==> config.mk <==
export PLATFORM = sky130hd
export DESIGN_NAME = ladybird_serial_adder_flat
export DESIGN_NICKNAME = d
export VERILOG_FILES = /design/src/rtl/ladybird_serial_adder_pkg.sv /design/src/rtl/ladybird_serial_adder_if.sv /design/src/rtl/ladybird_digit_adder.sv /design/src/rtl/ladybird_serial_adder.sv /design/src/flat_wrapper.sv
export SDC_FILE = /design/constraint.sdc
export NUM_CORES = 1
export LEC_CHECK = 0
export CORE_ASPECT_RATIO = 1.4
export CORE_MARGIN = 5
export CORE_UTILIZATION = 55
export CTS_BUF_LIST = sky130_fd_sc_hd__clkbuf_4 sky130_fd_sc_hd__clkbuf_8
export DETAILED_ROUTE_END_ITERATION = 8
export PLACE_DENSITY = 0.9
export SLEW_MARGIN = 20
export SYNTH_ARGS = -nofsm -noshare
export SYNTH_HDL_FRONTEND = slang
export SYNTH_SLANG_ARGS = --single-unit
==> constraint.sdc <==
create_clock -name clk -period 6.1 [get_ports clk]
set_input_delay 0.61 -clock clk [delete_from_list [all_inputs] [get_ports clk]]
set_output_delay 0.61 -clock clk [all_outputs]
set_load 0.01 [all_outputs]
==> src/rtl/ladybird_serial_adder_pkg.sv <==
// Shared types and helpers for the ladybird digit-serial adder.
package ladybird_serial_adder_pkg;

  typedef enum logic [1:0] {
    IDLE = 2'd0,
    RUN  = 2'd1,
    DONE = 2'd2
  } state_e;

  // Digit counter width; a single-digit configuration still needs one bit.
  function automatic int unsigned cnt_width(input int unsigned num_digits);
    int unsigned w;
    w = $clog2(num_digits);
    if (w < 1) w = 1;
    return w;
  endfunction

  // Full-adder cell: returns {carry_out, sum}.
  function automatic logic [1:0] full_add(input logic a, input logic b, input logic c);
    return {(a & b) | (a & c) | (b & c), a ^ b ^ c};
  endfunction

endpackage

==> src/rtl/ladybird_serial_adder_if.sv <==
// Operand/result handshake bundle for ladybird_serial_adder.
// in_sub exists only when LADYBIRD_ADDSUB_EN is defined.
interface ladybird_serial_adder_if #(
  parameter int unsigned WIDTH = 32
) ();

  logic             in_valid;
  logic             in_ready;
  logic [WIDTH-1:0] in_x;
  logic [WIDTH-1:0] in_y;
  logic             in_c;
`ifdef LADYBIRD_ADDSUB_EN
  logic             in_sub;
`endif
  logic             out_valid;
  logic             out_ready;
  logic [WIDTH-1:0] out_q;
  logic             out_c;
  logic             out_ovf;

  modport master (
`ifdef LADYBIRD_ADDSUB_EN
    output in_sub,
`endif
    output in_valid, in_x, in_y, in_c, out_ready,
    input  in_ready, out_valid, out_q, out_c, out_ovf
  );

  modport slave (
`ifdef LADYBIRD_ADDSUB_EN
    input  in_sub,
`endif
    input  in_valid, in_x, in_y, in_c, out_ready,
    output in_ready, out_valid, out_q, out_c, out_ovf
  );

endinterface

==> src/rtl/ladybird_digit_adder.sv <==
// Combinational DIGIT-bit ripple adder built from a chain of full-adder cells.
module ladybird_digit_adder
  import ladybird_serial_adder_pkg::*;
#(
  parameter int unsigned DIGIT = 4
) (
  input  logic [DIGIT-1:0] i_a,
  input  logic [DIGIT-1:0] i_b,
  input  logic             i_cin,
  output logic [DIGIT-1:0] o_s,
  output logic             o_cout,
  output logic             o_c_msb
);

  logic w_c;

  // o_c_msb is the carry entering the top bit, needed for signed overflow.
  always_comb begin
    w_c     = i_cin;
    o_s     = '0;
    o_c_msb = 1'b0;
    for (int unsigned i = 0; i < DIGIT; i++) begin
      if (i == DIGIT - 1) o_c_msb = w_c;
      {w_c, o_s[i]} = full_add(i_a[i], i_b[i], w_c);
    end
    o_cout = w_c;
  end

endmodule

==> src/rtl/ladybird_serial_adder.sv <==
// Digit-serial adder: WIDTH-bit x + y + carry, DIGIT bits per clock.
// Optional LADYBIRD_ADDSUB_EN adds in_sub for x - y.
module ladybird_serial_adder
  import ladybird_serial_adder_pkg::*;
#(
  parameter int unsigned WIDTH = 32,
  parameter int unsigned DIGIT = 4
) (
  input  logic                    clk,
  input  logic                    rstn,
  ladybird_serial_adder_if.slave  bus
);

  localparam int unsigned NUM_DIGITS = WIDTH / DIGIT;
  localparam int unsigned CW         = cnt_width(NUM_DIGITS);
  localparam logic [CW-1:0] LAST     = CW'(NUM_DIGITS - 1);

  if ((WIDTH % DIGIT) != 0) begin : g_bad_digit
    $error("ladybird_serial_adder: DIGIT must divide WIDTH");
  end

  state_e           r_state;
  logic [CW-1:0]    r_cnt;
  logic             r_carry;
  logic [WIDTH-1:0] r_x;
  logic [WIDTH-1:0] r_y;
  logic [WIDTH-1:0] r_q;
  logic             r_c;
  logic             r_ovf;
  logic             r_valid;

  logic             w_in_ready;
  logic             w_accept;
  logic [WIDTH-1:0] w_y_in;
  logic             w_c_in;
  logic [DIGIT-1:0] w_xd;
  logic [DIGIT-1:0] w_yd;
  logic [DIGIT-1:0] w_s;
  logic             w_cout;
  logic             w_cmsb;

  assign w_in_ready = (r_state == IDLE) | ((r_state == DONE) & bus.out_ready);
  assign w_accept   = bus.in_valid & w_in_ready;

`ifdef LADYBIRD_ADDSUB_EN
  // Subtraction as x + ~y + 1; the overflow rule is then the same as for add.
  assign w_y_in = bus.in_sub ? ~bus.in_y : bus.in_y;
  assign w_c_in = bus.in_sub ? 1'b1 : bus.in_c;
`else
  assign w_y_in = bus.in_y;
  assign w_c_in = bus.in_c;
`endif

  always_comb begin
    w_xd = '0;
    w_yd = '0;
    for (int unsigned d = 0; d < NUM_DIGITS; d++) begin
      if (r_cnt == CW'(d)) begin
        w_xd = r_x[d*DIGIT +: DIGIT];
        w_yd = r_y[d*DIGIT +: DIGIT];
      end
    end
  end

  ladybird_digit_adder #(
    .DIGIT (DIGIT)
  ) u_digit (
    .i_a     (w_xd),
    .i_b     (w_yd),
    .i_cin   (r_carry),
    .o_s     (w_s),
    .o_cout  (w_cout),
    .o_c_msb (w_cmsb)
  );

  // Control FSM and datapath registers; an accept overrides the DONE->IDLE step.
  always_ff @(posedge clk or negedge rstn) begin
    if (!rstn) begin
      r_state <= IDLE;
      r_cnt   <= '0;
      r_carry <= 1'b0;
      r_x     <= '0;
      r_y     <= '0;
      r_q     <= '0;
      r_c     <= 1'b0;
      r_ovf   <= 1'b0;
      r_valid <= 1'b0;
    end else begin
      case (r_state)
        IDLE: ;
        RUN: begin
          for (int unsigned d = 0; d < NUM_DIGITS; d++) begin
            if (r_cnt == CW'(d)) r_q[d*DIGIT +: DIGIT] <= w_s;
          end
          r_carry <= w_cout;
          r_cnt   <= r_cnt + 1'b1;
          if (r_cnt == LAST) begin
            r_c     <= w_cout;
            r_ovf   <= w_cmsb ^ w_cout;
            r_valid <= 1'b1;
            r_state <= DONE;
          end
        end
        DONE: begin
          if (bus.out_ready) begin
            r_valid <= 1'b0;
            r_state <= IDLE;
          end
        end
        default: r_state <= IDLE;
      endcase

      if (w_accept) begin
        r_x     <= bus.in_x;
        r_y     <= w_y_in;
        r_carry <= w_c_in;
        r_cnt   <= '0;
        r_state <= RUN;
      end
    end
  end

  assign bus.in_ready  = w_in_ready;
  assign bus.out_valid = r_valid;
  assign bus.out_q     = r_q;
  assign bus.out_c     = r_c;
  assign bus.out_ovf   = r_ovf;

endmodule
==> src/flat_wrapper.sv <==
// flat-port wrapper written by rule: the top's interface ports become plain ports
module ladybird_serial_adder_flat import ladybird_serial_adder_pkg::*;
#(
  parameter int unsigned WIDTH = 32,
  parameter int unsigned DIGIT = 4
)
  (clk, rstn, bus_in_valid, bus_in_x, bus_in_y, bus_in_c, bus_out_ready, bus_in_ready, bus_out_valid, bus_out_q, bus_out_c, bus_out_ovf);
  ladybird_serial_adder_if #(.WIDTH(WIDTH)) bus_i ();
  input  logic clk;
  input  logic rstn;
  input wire logic [$bits(bus_i.in_valid)-1:0] bus_in_valid;
  input wire logic [$bits(bus_i.in_x)-1:0] bus_in_x;
  input wire logic [$bits(bus_i.in_y)-1:0] bus_in_y;
  input wire logic [$bits(bus_i.in_c)-1:0] bus_in_c;
  input wire logic [$bits(bus_i.out_ready)-1:0] bus_out_ready;
  output wire logic [$bits(bus_i.in_ready)-1:0] bus_in_ready;
  output wire logic [$bits(bus_i.out_valid)-1:0] bus_out_valid;
  output wire logic [$bits(bus_i.out_q)-1:0] bus_out_q;
  output wire logic [$bits(bus_i.out_c)-1:0] bus_out_c;
  output wire logic [$bits(bus_i.out_ovf)-1:0] bus_out_ovf;
  assign bus_i.in_valid = bus_in_valid;
  assign bus_i.in_x = bus_in_x;
  assign bus_i.in_y = bus_in_y;
  assign bus_i.in_c = bus_in_c;
  assign bus_i.out_ready = bus_out_ready;
  assign bus_in_ready = bus_i.in_ready;
  assign bus_out_valid = bus_i.out_valid;
  assign bus_out_q = bus_i.out_q;
  assign bus_out_c = bus_i.out_c;
  assign bus_out_ovf = bus_i.out_ovf;
  ladybird_serial_adder #(.WIDTH(WIDTH), .DIGIT(DIGIT)) u_core (.clk(clk), .rstn(rstn), .bus(bus_i));
endmodule
* Word level (Yosys, flattened, before mapping) *
Cells that the tools add are included.

storage, ports and cells
  register bits = 105
  word-level logic and storage cells = 104
  input port bits = 69
  output and inout bits = 36

operators by class
  reduce and logical (&&, ||, !) cells = 14
  muxes and demuxes = 27
  equal/unequal tests = 14
  add/subtract/negate cells = 1
  bitwise gates (word level) = 32

operators by type and width
  cell                   number
  $mux W4                16
  $reduce_and A2 Y1      8
  $and A1 B1 Y1          14
  $eq A3 B3 Y1 const B   4
  $or A1 B1 Y1           9
  $xor A1 B1 Y1          9
  $eq A3 B2 Y1 const B   2
  $mux W2                3
  $mux W3                2
  $pmux W2 S3            1
  $reduce_and A3 Y1      2
  $mux W1                4
  $ne A2 B1 Y1 const B   2
  $reduce_bool A2 Y1     2
  $add A3 B1 Y3 const B  1
  $eq A3 B1 Y1 const B   1
  $logic_not A3 Y1       1
  $ne A3 B1 Y1 const B   1
  $ne A3 B2 Y1 const B   1
  $eq A2 B1 Y1 const B   1
  $eq A2 B2 Y1 const B   1
  $logic_not A2 Y1       1
  $ne A2 B2 Y1 const B   1
  $pmux W1 S2            1

* Depth between registers and ports, before layout *
Gate-level depths: netlist (run 1).

  depth in word-level cells = 23
  depth in mapped cells = 19
  mapped depth without buffers = 16

* By module *
A second synthesis (run 1) with hierarchy kept.

second synthesis, totals
  cell total of the unflattened synthesis = 363
  area total of the unflattened synthesis = 4938.5 µm²

by module, submodules not included
  module                 instances  cells an instance  sequential area each (µm²)  area an instance (µm²)
  ladybird_serial_adder  1          349                2627.5                      4820.9
  ladybird_digit_adder   1          14                 0.0                         117.6

* Least setup slack after synthesis (run 1) *
OpenSTA, ideal clock, no wires.

  path type = flip-flop to flip-flop
  from = register u_core.r_cnt[2]
  to = register u_core.r_q[11] (netlist: u_core.bus.out_q[11])
  buffers on the path = 3
  setup time = 0.083 ns
  path slack = 2.452 ns
  period minus slack after synthesis = 3.648 ns
  data required time = 6.017 ns
  stages on the path, launching flop included = 18
  arrival time = 3.565 ns
  cells stage by stage = dfrtp_1 buf_2 inv_2 ha_1 buf_2 buf_2 a211oi_1 o21ai_1 o21ai_1 a221oi_1 a221oi_1 fa_1 inv_1 fa_1 fa_1 inv_1 fa_1 o21ai_0

on the way
  longest elaborated chain between the ends = 19
  elaborated cells between the ends (all ways) = 42
  those cells by class = eq/ne (7); mux (16); bitwise (17); reduce/logical (2)

RTL lines
  item                           RTL line                         RTL
  start, declared                ladybird_serial_adder.sv:23      logic [CW-1:0] r_cnt;
  start signal, assigned         ladybird_serial_adder.sv:96      r_cnt <= r_cnt + 1'b1;
  $logic_not A3 Y1               ladybird_serial_adder.sv:58      if (r_cnt == CW'(d)) begin
  $mux W4 (8 in series)          ladybird_serial_adder.sv:58
  $and A1 B1 Y1                  ladybird_serial_adder_pkg.sv:20  return {(a & b) | (a & c) | (b & c), a ^ b ^ c};
  $or A1 B1 Y1 (2 in series)     ladybird_serial_adder_pkg.sv:20
  $and A1 B1 Y1                  ladybird_serial_adder_pkg.sv:20
  $or A1 B1 Y1 (2 in series)     ladybird_serial_adder_pkg.sv:20
  $and A1 B1 Y1                  ladybird_serial_adder_pkg.sv:20
  $or A1 B1 Y1 (2 in series)     ladybird_serial_adder_pkg.sv:20
  $xor A1 B1 Y1                  ladybird_serial_adder_pkg.sv:20
  end signal, assigned by index  ladybird_serial_adder.sv:93      if (r_cnt == CW'(d)) r_q[d*DIGIT +: DIGIT] <= w_s;
  end, declared                  ladybird_serial_adder.sv:27      logic [WIDTH-1:0] r_q;

Several ways; a longest one is shown, not always the timed one.
A chain may end at the register's enable or synchronous reset.

* Worst setup path in the final report (run 1) *
  from = register u_core.r_cnt[2]
  to = register u_core.r_q[3] (netlist: u_core.bus.out_q[3])

on the way
  longest elaborated chain between the ends = 19
  elaborated cells between the ends (all ways) = 42
  those cells by class = eq/ne (7); mux (16); bitwise (17); reduce/logical (2)

RTL lines
  item                        RTL line
  $logic_not A3 Y1            ladybird_serial_adder.sv:58, ladybird_serial_adder.sv:93
  $mux W4 (8 in series)       ladybird_serial_adder.sv:58
  $and A1 B1 Y1               ladybird_serial_adder_pkg.sv:20
  $or A1 B1 Y1 (2 in series)  ladybird_serial_adder_pkg.sv:20
  $and A1 B1 Y1               ladybird_serial_adder_pkg.sv:20
  $or A1 B1 Y1 (2 in series)  ladybird_serial_adder_pkg.sv:20
  $and A1 B1 Y1               ladybird_serial_adder_pkg.sv:20
  $or A1 B1 Y1 (2 in series)  ladybird_serial_adder_pkg.sv:20
  $xor A1 B1 Y1               ladybird_serial_adder_pkg.sv:20

Several ways; a longest one is shown, not always the timed one.

==> impl_metrics.ini, run 1 <==
[outcome]
outcome = completed

[routing]
drt-pass1-iter-count = 4
vias = 3616
vias_per_cell = 5.86
drtIter0Drc = 281
routed_wirelength_mm = 11.9
wire_per_inst_um = 19.2
antenna_left = 0
drc = 0

[place]
place_ws_ns = 1.76
port_buffers = 104
routabilityCongestion = 0.847
dp_hpwl_mm = 8.92

[pwr]
p_leak_uw = 0.00273
comb_power_share = 0.545
ir_worst_vdd_uv = 342
intPower_uw = 2200
p_seq_frac = 0.351
switching_power_uw = 1500
pwr-share-clk = 0.104
pwr_density_cell_nw_per_um2 = 595
p_sw_frac = 0.406

[finish]
seq_area_sq_um = 2630
layout-drive-gt1-share = 0.155
layout_commonest_cell = dfrtp_1
antennaDiodeCount = 0
syn_to_final_growth_pct = 23.8
multi_input_area_sq_um = 2150
final_cell_mix = dfrtp_1 (105), clkdlybuf4s50_1 (103), nand2_1 (54)
nets = 585
final.fill_count = 631
final_util = 0.692

[synthesis]
ys.flop_type = dfrtp_1
synth-seq-cells = 105
synth_edf_count = 0
ys_async_sr_fraction = 1.00
synthesis.area_sq_um = 5020
yosysUniqueCellTypes = 41
ys.warnings.count = 0
ys_seq_area_frac = 0.524
avgSynthCellArea_sq_um = 12.1
syn_inst = 415
synth_nets = 494

[floorplan]
rows = 41
start_util = 0.559
die_x_um = 90.7
die_area_sq_um = 11200
core_area_sq_um = 8980
die_y_um = 123
io_pins = 105

[sta]
hold_viol = 0
clock.fmax_mhz = 226
clock_skew_ns = 0.0103
slew_violations = 0
maxSlewHeadroom = 0.385
whs_ns = 0.103
fin_setup_tns_ns = 0
setup_violations = 0
setup_slack_ns = 1.67
finalCriticalPeriod_ns = 4.43
post-route-period-util = 0.726
rsz0062_at_grt = no
worstMarginPinSlew_ns = 0.922

[critical_path]
critPathCaptureType = flop
cp.arrival_ns = 4.67
required_ns = 6.34
path_max_fanout = 23
critPathKind = reg2reg
r2r_setup_slack_ns = 1.67
cp-start-kind = flop

[grt]
overflow = 0
grt_pass1_wl_mm = 19.1
grt_start_max_net_pins = 88
grt_use_total = 0.218
grt_pass1_vias = 3809
antenna_found_initial = 0

[cts]
insertion_delay_ns = 0.37
htreeDepth = 3
cts-resized-gates = 0
cts.sinks = 105
clock-root-buffer = clkbuf_8
post_cts_buffers = 0
holdBufCountCts = 0
cts.path.max_buffers = 2
clkTransAtPathRegs_ns = 0.09
tritoncts = built
cts_inserted_buffers = 9

[flow_run]
drv_cap = 0

[worst_hold_path]
worstHoldPathType = in2async
-- logic make-up after synthesis --
| logic type | after synthesis | synth area share |
|---|---|---|
| compound gates | 95 | 0.122 |
| buf+inv | 45 | 0.0489 |
| mux | 70 | 0.195 |
| xor+xnor | 2 | 0.00349 |
| fa+ha+maj | 10 | 0.0309 |
| simple gates | 88 | 0.0761 |
| flops | 105 | 0.524 |
-- registers in the layout, summed over array words and instances (netlist names) --
name,count
u_core.bus.out_q,32
u_core.r_x,32
u_core.r_y,32
u_core.r_cnt,3
u_core.r_state,2
u_core.bus.out_c,1
u_core.bus.out_ovf,1
u_core.bus.out_valid,1
u_core.r_carry,1
-- routing by layer --
metal / share of wire / track usage
met1: 0.38 / 0.257
met2: 0.52 / 0.375
met3: 0.060 / 0.0505
met4: 0.038 / 0.107
met5: 0 / 0
-- critical path, stage by stage, from the launching register on --
cell	delay (ns)
dfrtp_1	0.64
inv_2	0.24
ha_1	0.56
nor2_1	0.13
a221oi_1	0.38
o21ai_1	0.12
a221oi_1	0.30
a221oi_1	0.11
fa_1	0.45
inv_1	0.08
fa_1	0.19
fa_1	0.22
inv_1	0.06
fa_1	0.65
o21ai_0	0.17
-- power by group through the flow --
stage	Combinational [uW]	Sequential [uW]	Clock [uW]
CTS	2010	1290	393
global route	2190	1330	426
global placement	1910	1290	0
detailed placement	2000	1300	0
finish	2010	1300	386
floorplan	1360	1250	0
-- metrics by stage --
stage | power [uW] | cells | area [sq um]
after detailed placement | 3300 | 602 | 6040
after floorplan | 2610 | 415 | 5020
after global placement | 3190 | 602 | 6040
after CTS | 3700 | 617 | 6210
after global routing | 3950 | 617 | 6210
final | 3700 | 617 | 6210
-- layout make-up --
| cell class | count | share of cell area |
|---|---|---|
| repair buffers | 107 | 0.171 |
| well taps | 107 | 0.0216 |
| flip-flops and latches | 105 | 0.423 |
| inverters | 18 | 0.0109 |
| multi-input cells | 265 | 0.346 |
| clock buffers | 12 | 0.0246 |
| clock inverters | 3 | 0.00282 |
-- worst paths after layout --
| kind | from | end | depth (start not counted) |
|---|---|---|---|
| max | u_core.r_cnt[2]$_DFFE_PN0P_ | u_core.bus.out_q[3]$_DFFE_PN0P_ | 14 |
| min | rstn | u_core.bus.out_q[26]$_DFFE_PN0P_ | 1 |
| max reg2reg | u_core.r_cnt[2]$_DFFE_PN0P_ | u_core.bus.out_q[3]$_DFFE_PN0P_ | 14 |
| min reg2reg | u_core.bus.out_q[0]$_DFFE_PN0P_ | u_core.bus.out_q[0]$_DFFE_PN0P_ | 2 |
| max in group asynchronous | rstn | u_core.r_cnt[1]$_DFFE_PN0P_ | 2 |
| min in group clk | u_core.bus.out_q[0]$_DFFE_PN0P_ | u_core.bus.out_q[0]$_DFFE_PN0P_ | 2 |
-- synth_stat cells, types with 2 or more instances --
master | instances | area, sq um
nand3_2 | 2 | 20.0
fa_1 | 4 | 80.1
buf_6 | 7 | 78.8
mux2_4 | 50 | 751
nor3b_1 | 4 | 30.0
a21oi_1 | 18 | 90.1
a221oi_1 | 10 | 87.6
buf_4 | 2 | 15.0
nand2_1 | 54 | 203
nor2b_1 | 2 | 12.5
clkbuf_1 | 4 | 15.0
mux2_2 | 6 | 67.6
a21o_1 | 5 | 37.5
a211oi_1 | 4 | 30.0
a31oi_1 | 5 | 31.3
a22o_1 | 4 | 35.0
a221o_1 | 5 | 50.1
o21ai_0 | 7 | 35.0
nor2_1 | 20 | 75.1
mux2_1 | 14 | 158
o21ai_1 | 27 | 135
ha_1 | 6 | 75.1
and2_1 | 2 | 12.5
inv_1 | 17 | 63.8
dfrtp_1 | 105 | 2630
buf_2 | 13 | 65.1
o221ai_1 | 4 | 35.0
(Power assumes the default switching activity.)
==> inputs of run 2 (changes only) <==
- CORE_UTILIZATION: 55 -> 48
- PLACE_DENSITY: 0.9 -> 0.84
- clock period: 6.1 -> 3.65 ns (I/O delays scaled with it)
==> run 2 against run 1 <==
Effect of this change: non-clock buffer count grew 15; fmax grew 21%; critical endpoint is now u_core.bus.out_q[27]$_DFFE_PN0P_; core utilization decreased by 5.5 points; die area rose by 13%; first-iteration DRC count fell by 27%; sequential power up 65%; combinational power grew 91%; clock skew shrank 0.0023 ns; critical path type unchanged; the run now ends with hold timing, setup timing left; cell area is 5.6% higher.
==> impl_metrics.ini, run 2 (synthesis results as in run 1) <==
[floorplan]
io_pins = 105
die_y_um = 131
core_area_sq_um = 10300
start_util = 0.487
die_x_um = 96.4
rows = 44
die_area_sq_um = 12600

[routing]
drc = 0
vias = 3661
routed_wirelength_mm = 12.5
drt-pass1-iter-count = 5
drtIter0Drc = 206
antenna_left = 0
vias_per_cell = 5.51
wire_per_inst_um = 18.8

[cts]
clock-root-buffer = clkbuf_8
insertion_delay_ns = 0.38
cts.path.max_buffers = 2
tritoncts = built
holdBufCountCts = 0
cts.sinks = 105
cts_inserted_buffers = 9
htreeDepth = 3
clkTransAtPathRegs_ns = 0.10

[flow_run]
drv_cap = 0

[pwr]
pwr_density_cell_nw_per_um2 = 1030
p_total_uw = 6730
ir_worst_vdd_uv = 575
p_leak_uw = 0.00285

[critical_path]
path_max_fanout = 9
cp-start-kind = flop
critPathKind = reg2reg
required_ns = 3.92
cp.arrival_ns = 3.94
critPathCaptureType = flop

[place]
dpl.cell_count = 646
port_buffers = 104
routabilityCongestion = 0.899
dp_hpwl_mm = 9.30

[sta]
whs_ns = -0.00887
hold_viol = 12
finalCriticalPeriod_ns = 3.67
worstMarginPinSlew_ns = 0.944
slew_violations = 0
setup_violations = 3
setup_slack_ns = -0.0188
post-route-period-util = 1.01
maxSlewHeadroom = 0.369
clock_skew_ns = 0.00804
clock.fmax_mhz = 273
fin_setup_tns_ns = -0.0369

[finish]
layout_commonest_cell = dfrtp_1
final_cell_mix = dfrtp_1 (105), clkdlybuf4s50_1 (103), nand2_1 (54)
layout-drive-gt1-share = 0.226
syn_to_final_growth_pct = 30.7
finalNonFillerCells = 664
nets = 600
antennaDiodeCount = 0

[worst_hold_path]
worstHoldPathType = in2async

[outcome]
outcome = finished with violations
failed_checks = hold timing, setup timing

[grt]
grt_use_total = 0.201
grt_start_max_net_pins = 53
antenna_found_initial = 0
grt_pass1_vias = 3859
grt_pass1_wl_mm = 19.3
overflow = 0
-- run 2: changes by cell type in the layout (fill, tap and decap cells not counted), sizes merged --
cell    previous run  this run
inv               18        21
bufinv             0         1
buf                4        19
clkbuf            12         9
-- run 2: routing by layer --
metal  vias to the layer above  share of wire  track usage  routed length (um)
li1                       1664              -            -                   -
met1                      1815           0.38        0.230                4750
met2                       144           0.51        0.344                6360
met3                        38          0.063       0.0504                 787
met4                         0          0.047        0.105                 586
met5                         -              0            0                   0
-- run 2: layout make-up --
cell class,instances,area [sq um]
clock inverter,7,86.3
clock buffer,9,124
sequential,105,2630
fill,764,3730
multi-input combinational,265,2290
tap,138,173
inverter,18,67.6
timing repair buffer,122,1190
-- run 2: metrics by stage --
step | utilization | worst slack, ns | instance area (sq um)
after floorplan | - | 0.00155 | 5020
after global placement | 0.601 | 0.0929 | 6190
after detailed placement | 0.601 | -0.207 | 6190
after CTS | 0.624 | 0.00292 | 6430
after global routing | 0.637 | -0.0687 | 6560
final | 0.637 | -0.0188 | 6560
-- run 2: where the power goes --
group,switching (uW),leakage (uW),internal [uW]
clock,416,0.000104,331
sequential,405,0.00127,1740
combinational,1920,0.00148,1910
total,2740,0.00285,3990
-- run 2: what timing repair did --
item                       CTS  global route
setup endpoints to repair   14            16
buffers inserted             0             2
gates resized for setup      7            26
pin swaps                    0            12
-- run 2: critical path, cell delays in order (launching register included) --
cell and delay (ns):
dfrtp_1 0.38, buf_4 0.14, ha_4 0.15, ha_4 0.19, nor2_1 0.07, a221oi_1 0.31, o21ai_1 0.14, a221oi_2 0.39
a221oi_2 0.09, fa_2 0.37, inv_1 0.07, fa_1 0.19, fa_2 0.21, inv_2 0.04, fa_2 0.71, o21ai_1 0.10
-- run 2: final timing paths --
path                            cells past startpoint                          endpoint                        startpoint  slack [ns]
worst max-delay path                               15  u_core.bus.out_q[27]$_DFFE_PN0P_       u_core.r_cnt[0]$_DFFE_PN0P_       -0.02
worst min-delay path                                1  u_core.bus.out_q[20]$_DFFE_PN0P_                              rstn      -0.009
min in group clk                                    2  u_core.bus.out_q[28]$_DFFE_PN0P_  u_core.bus.out_q[28]$_DFFE_PN0P_        0.49
worst min register to register                      2  u_core.bus.out_q[28]$_DFFE_PN0P_  u_core.bus.out_q[28]$_DFFE_PN0P_        0.49
max in group asynchronous                           2         u_core.r_y[1]$_DFFE_PN0P_                              rstn        2.84
worst max register to register                     15  u_core.bus.out_q[27]$_DFFE_PN0P_       u_core.r_cnt[0]$_DFFE_PN0P_       -0.02
==> inputs of run 3 (changes only) <==
- CORE_UTILIZATION: 48 -> 46
- CTS_BUF_LIST: sky130_fd_sc_hd__clkbuf_4 sky130_fd_sc_hd__clkbuf_8 -> default
- PLACE_DENSITY: 0.84 -> 0.81
==> run 3 against run 2 <==
Effect of this change: the flow now finishes without violations; wire length decreased by 3.1%; register-to-register slack better by 0.07 ns; non-clock buffer count down 1; clock-buffer cell count is the same; critical path depth fell by 1; core utilization down 1.8 points; fmax is 1.9% higher; combinational power fell by 2%; cell area rose by 1.5%; die area up 4.0%; largest power group unchanged; highest routed layer unchanged.
==> impl_metrics.ini, run 3 (synthesis results as in run 1) <==
[cts]
cts.sinks = 105
insertion_delay_ns = 0.35
htreeDepth = 3
holdBufCountCts = 0
cts_inserted_buffers = 9
clock-root-buffer = clkbuf_16
tritoncts = built
cts.path.max_buffers = 2
clkTransAtPathRegs_ns = 0.07

[sta]
slew_violations = 0
finalCriticalPeriod_ns = 3.60
clock.fmax_mhz = 278
maxSlewHeadroom = 0.386
hold_viol = 0
setup_violations = 0
worstMarginPinSlew_ns = 0.920
setup_slack_ns = 0.0490
post-route-period-util = 0.987
clock_skew_ns = 0.0103

[pwr]
p_seq_frac = 0.305
p_leak_uw = 0.00290
ir_worst_vdd_uv = 561
comb_power_share = 0.536
intPower_uw = 4300
p_sw_frac = 0.384
pwr-share-clk = 0.159
switching_power_uw = 2690
pwr_density_cell_nw_per_um2 = 1050

[routing]
drc = 0
drt-pass1-iter-count = 4
routed_wirelength_mm = 12.1
wire_per_inst_um = 18.2
antenna_left = 0
vias = 3588
vias_per_cell = 5.39
drtIter0Drc = 226

[critical_path]
critPathCaptureType = flop
ff2ff_path_depth = 14
r2r_end = u_core.bus.out_q[23]$_DFFE_PN0P_
cp_slowest_cell = fa_2
cp_num_buf_inv = 2
rr_startpoint = u_core.r_cnt[1]$_DFFE_PN0P_
path_max_fanout = 9
required_ns = 3.88
r2r_setup_slack_ns = 0.05
critical_path.most_common_cell = fa_2
critPathKind = reg2reg
cp_cell_sequence = ha_2, ha_4, nor2_1, a221oi_1, o21ai_1, a221oi_2, a221oi_2, fa_1, inv_1, fa_2, fa_2, inv_1, fa_2, o21ai_1
path_delay_family = adder cells
cp-start-kind = flop
cp.arrival_ns = 3.83
slowest_delay_ns = 0.70

[finish]
final_cell_mix = dfrtp_1 (105), clkdlybuf4s50_1 (103), nand2_1 (54)
syn_to_final_growth_pct = 32.7
layout-drive-gt1-share = 0.213
final_area_sq_um = 6660
antennaDiodeCount = 0
layout_commonest_cell = dfrtp_1
final.fill_count = 815
nets = 599

[floorplan]
core_area_sq_um = 10800
die_y_um = 134
start_util = 0.467
io_pins = 105
rows = 45
die_x_um = 98.3
die_area_sq_um = 13100

[place]
routabilityCongestion = 0.817
place_ws_ns = -0.169
port_buffers = 104
place_area_sq_um = 6190
dp_hpwl_mm = 8.90

[flow_run]
drv_cap = 0

[grt]
grt_start_max_net_pins = 87
antenna_found_initial = 0
grt_util_met1 = 0.218
overflow = 0
met2_usage = 0.325
grt_use_total = 0.186
grt_pass1_wl_mm = 19.4
grt_use_met3 = 0.0424
grt_pass1_vias = 3888
grt_busiest_layer = met2

[outcome]
outcome = completed

[worst_hold_path]
worstHoldPathType = in2async
run 3: changes by cell type in the layout (fill, tap and decap cells not counted), sizes merged:
cell      change
clkinv        -1
bufinv        +2
buf           -1
clkinvlp      -1
run 3: what timing repair did:
action	in CTS	in global routing
setup endpoints to repair	8	17
resized for setup	5	20
hold endpoints to repair	0	0
pin swaps	0	8
buffers inserted	0	1
run 3: final cells by class:
cell class	count	area, sq um	share of cell area
Tap cell	141	176	0.0265
Timing Repair Buffer	121	1190	0.178
Clock inverter	7	121	0.0182
Clock buffer	9	225	0.0338
Inverter	18	67.6	0.0102
Sequential cell	105	2630	0.395
Multi-Input combinational cell	265	2250	0.338
run 3: power by group through the flow:
| stage | clock [uW] | sequential (uW) | combinational (uW) |
|---|---|---|---|
| after floorplan | 0 | 2080 | 2270 |
| after global placement | 0 | 2110 | 3350 |
| after detailed placement | 0 | 2130 | 3480 |
| after CTS | 1120 | 2130 | 3570 |
| after global routing | 1170 | 2180 | 4070 |
| final | 1110 | 2130 | 3750 |
run 3: layer usage:
layer,vias to the layer above,wire (um)
li1,1677,-
met2,130,6310
met4,0,325
met1,1755,4840
met5,-,0
met3,26,626
run 3: metrics by stage:
| stage | hold slack, ns | power, uW | instances | setup TNS [ns] | util |
|---|---|---|---|---|---|
| floorplan | 0.0694 | 4360 | 415 | 0 | - |
| global placement | 0.465 | 5450 | 649 | 0 | 0.576 |
| detailed placement | 0.472 | 5610 | 649 | -1.11 | 0.576 |
| CTS | 0.241 | 6820 | 665 | 0 | 0.610 |
| global route | 0.133 | 7420 | 666 | -0.596 | 0.619 |
| finish | 0.0653 | 6990 | 666 | 0 | 0.619 |
run 3: worst max path at each step:
stage / startpoint / end / slack (ns) / cells after the start
floorplan: u_core.r_cnt[2]$_DFFE_PN0P_ / u_core.bus.out_q[11]$_DFFE_PN0P_ / 0.002 / 17
finish: u_core.r_cnt[1]$_DFFE_PN0P_ / u_core.bus.out_q[23]$_DFFE_PN0P_ / 0.05 / 14
CTS: u_core.r_cnt[0]$_DFFE_PN0P_ / u_core.bus.out_q[11]$_DFFE_PN0P_ / 0.02 / 13
global placement: u_core.r_cnt[1]$_DFFE_PN0P_ / u_core.bus.out_q[7]$_DFFE_PN0P_ / 0.13 / 14
global route: u_core.r_cnt[1]$_DFFE_PN0P_ / u_core.bus.out_q[27]$_DFFE_PN0P_ / -0.08 / 14
detailed placement: u_core.r_cnt[1]$_DFFE_PN0P_ / u_core.bus.out_q[3]$_DFFE_PN0P_ / -0.17 / 14
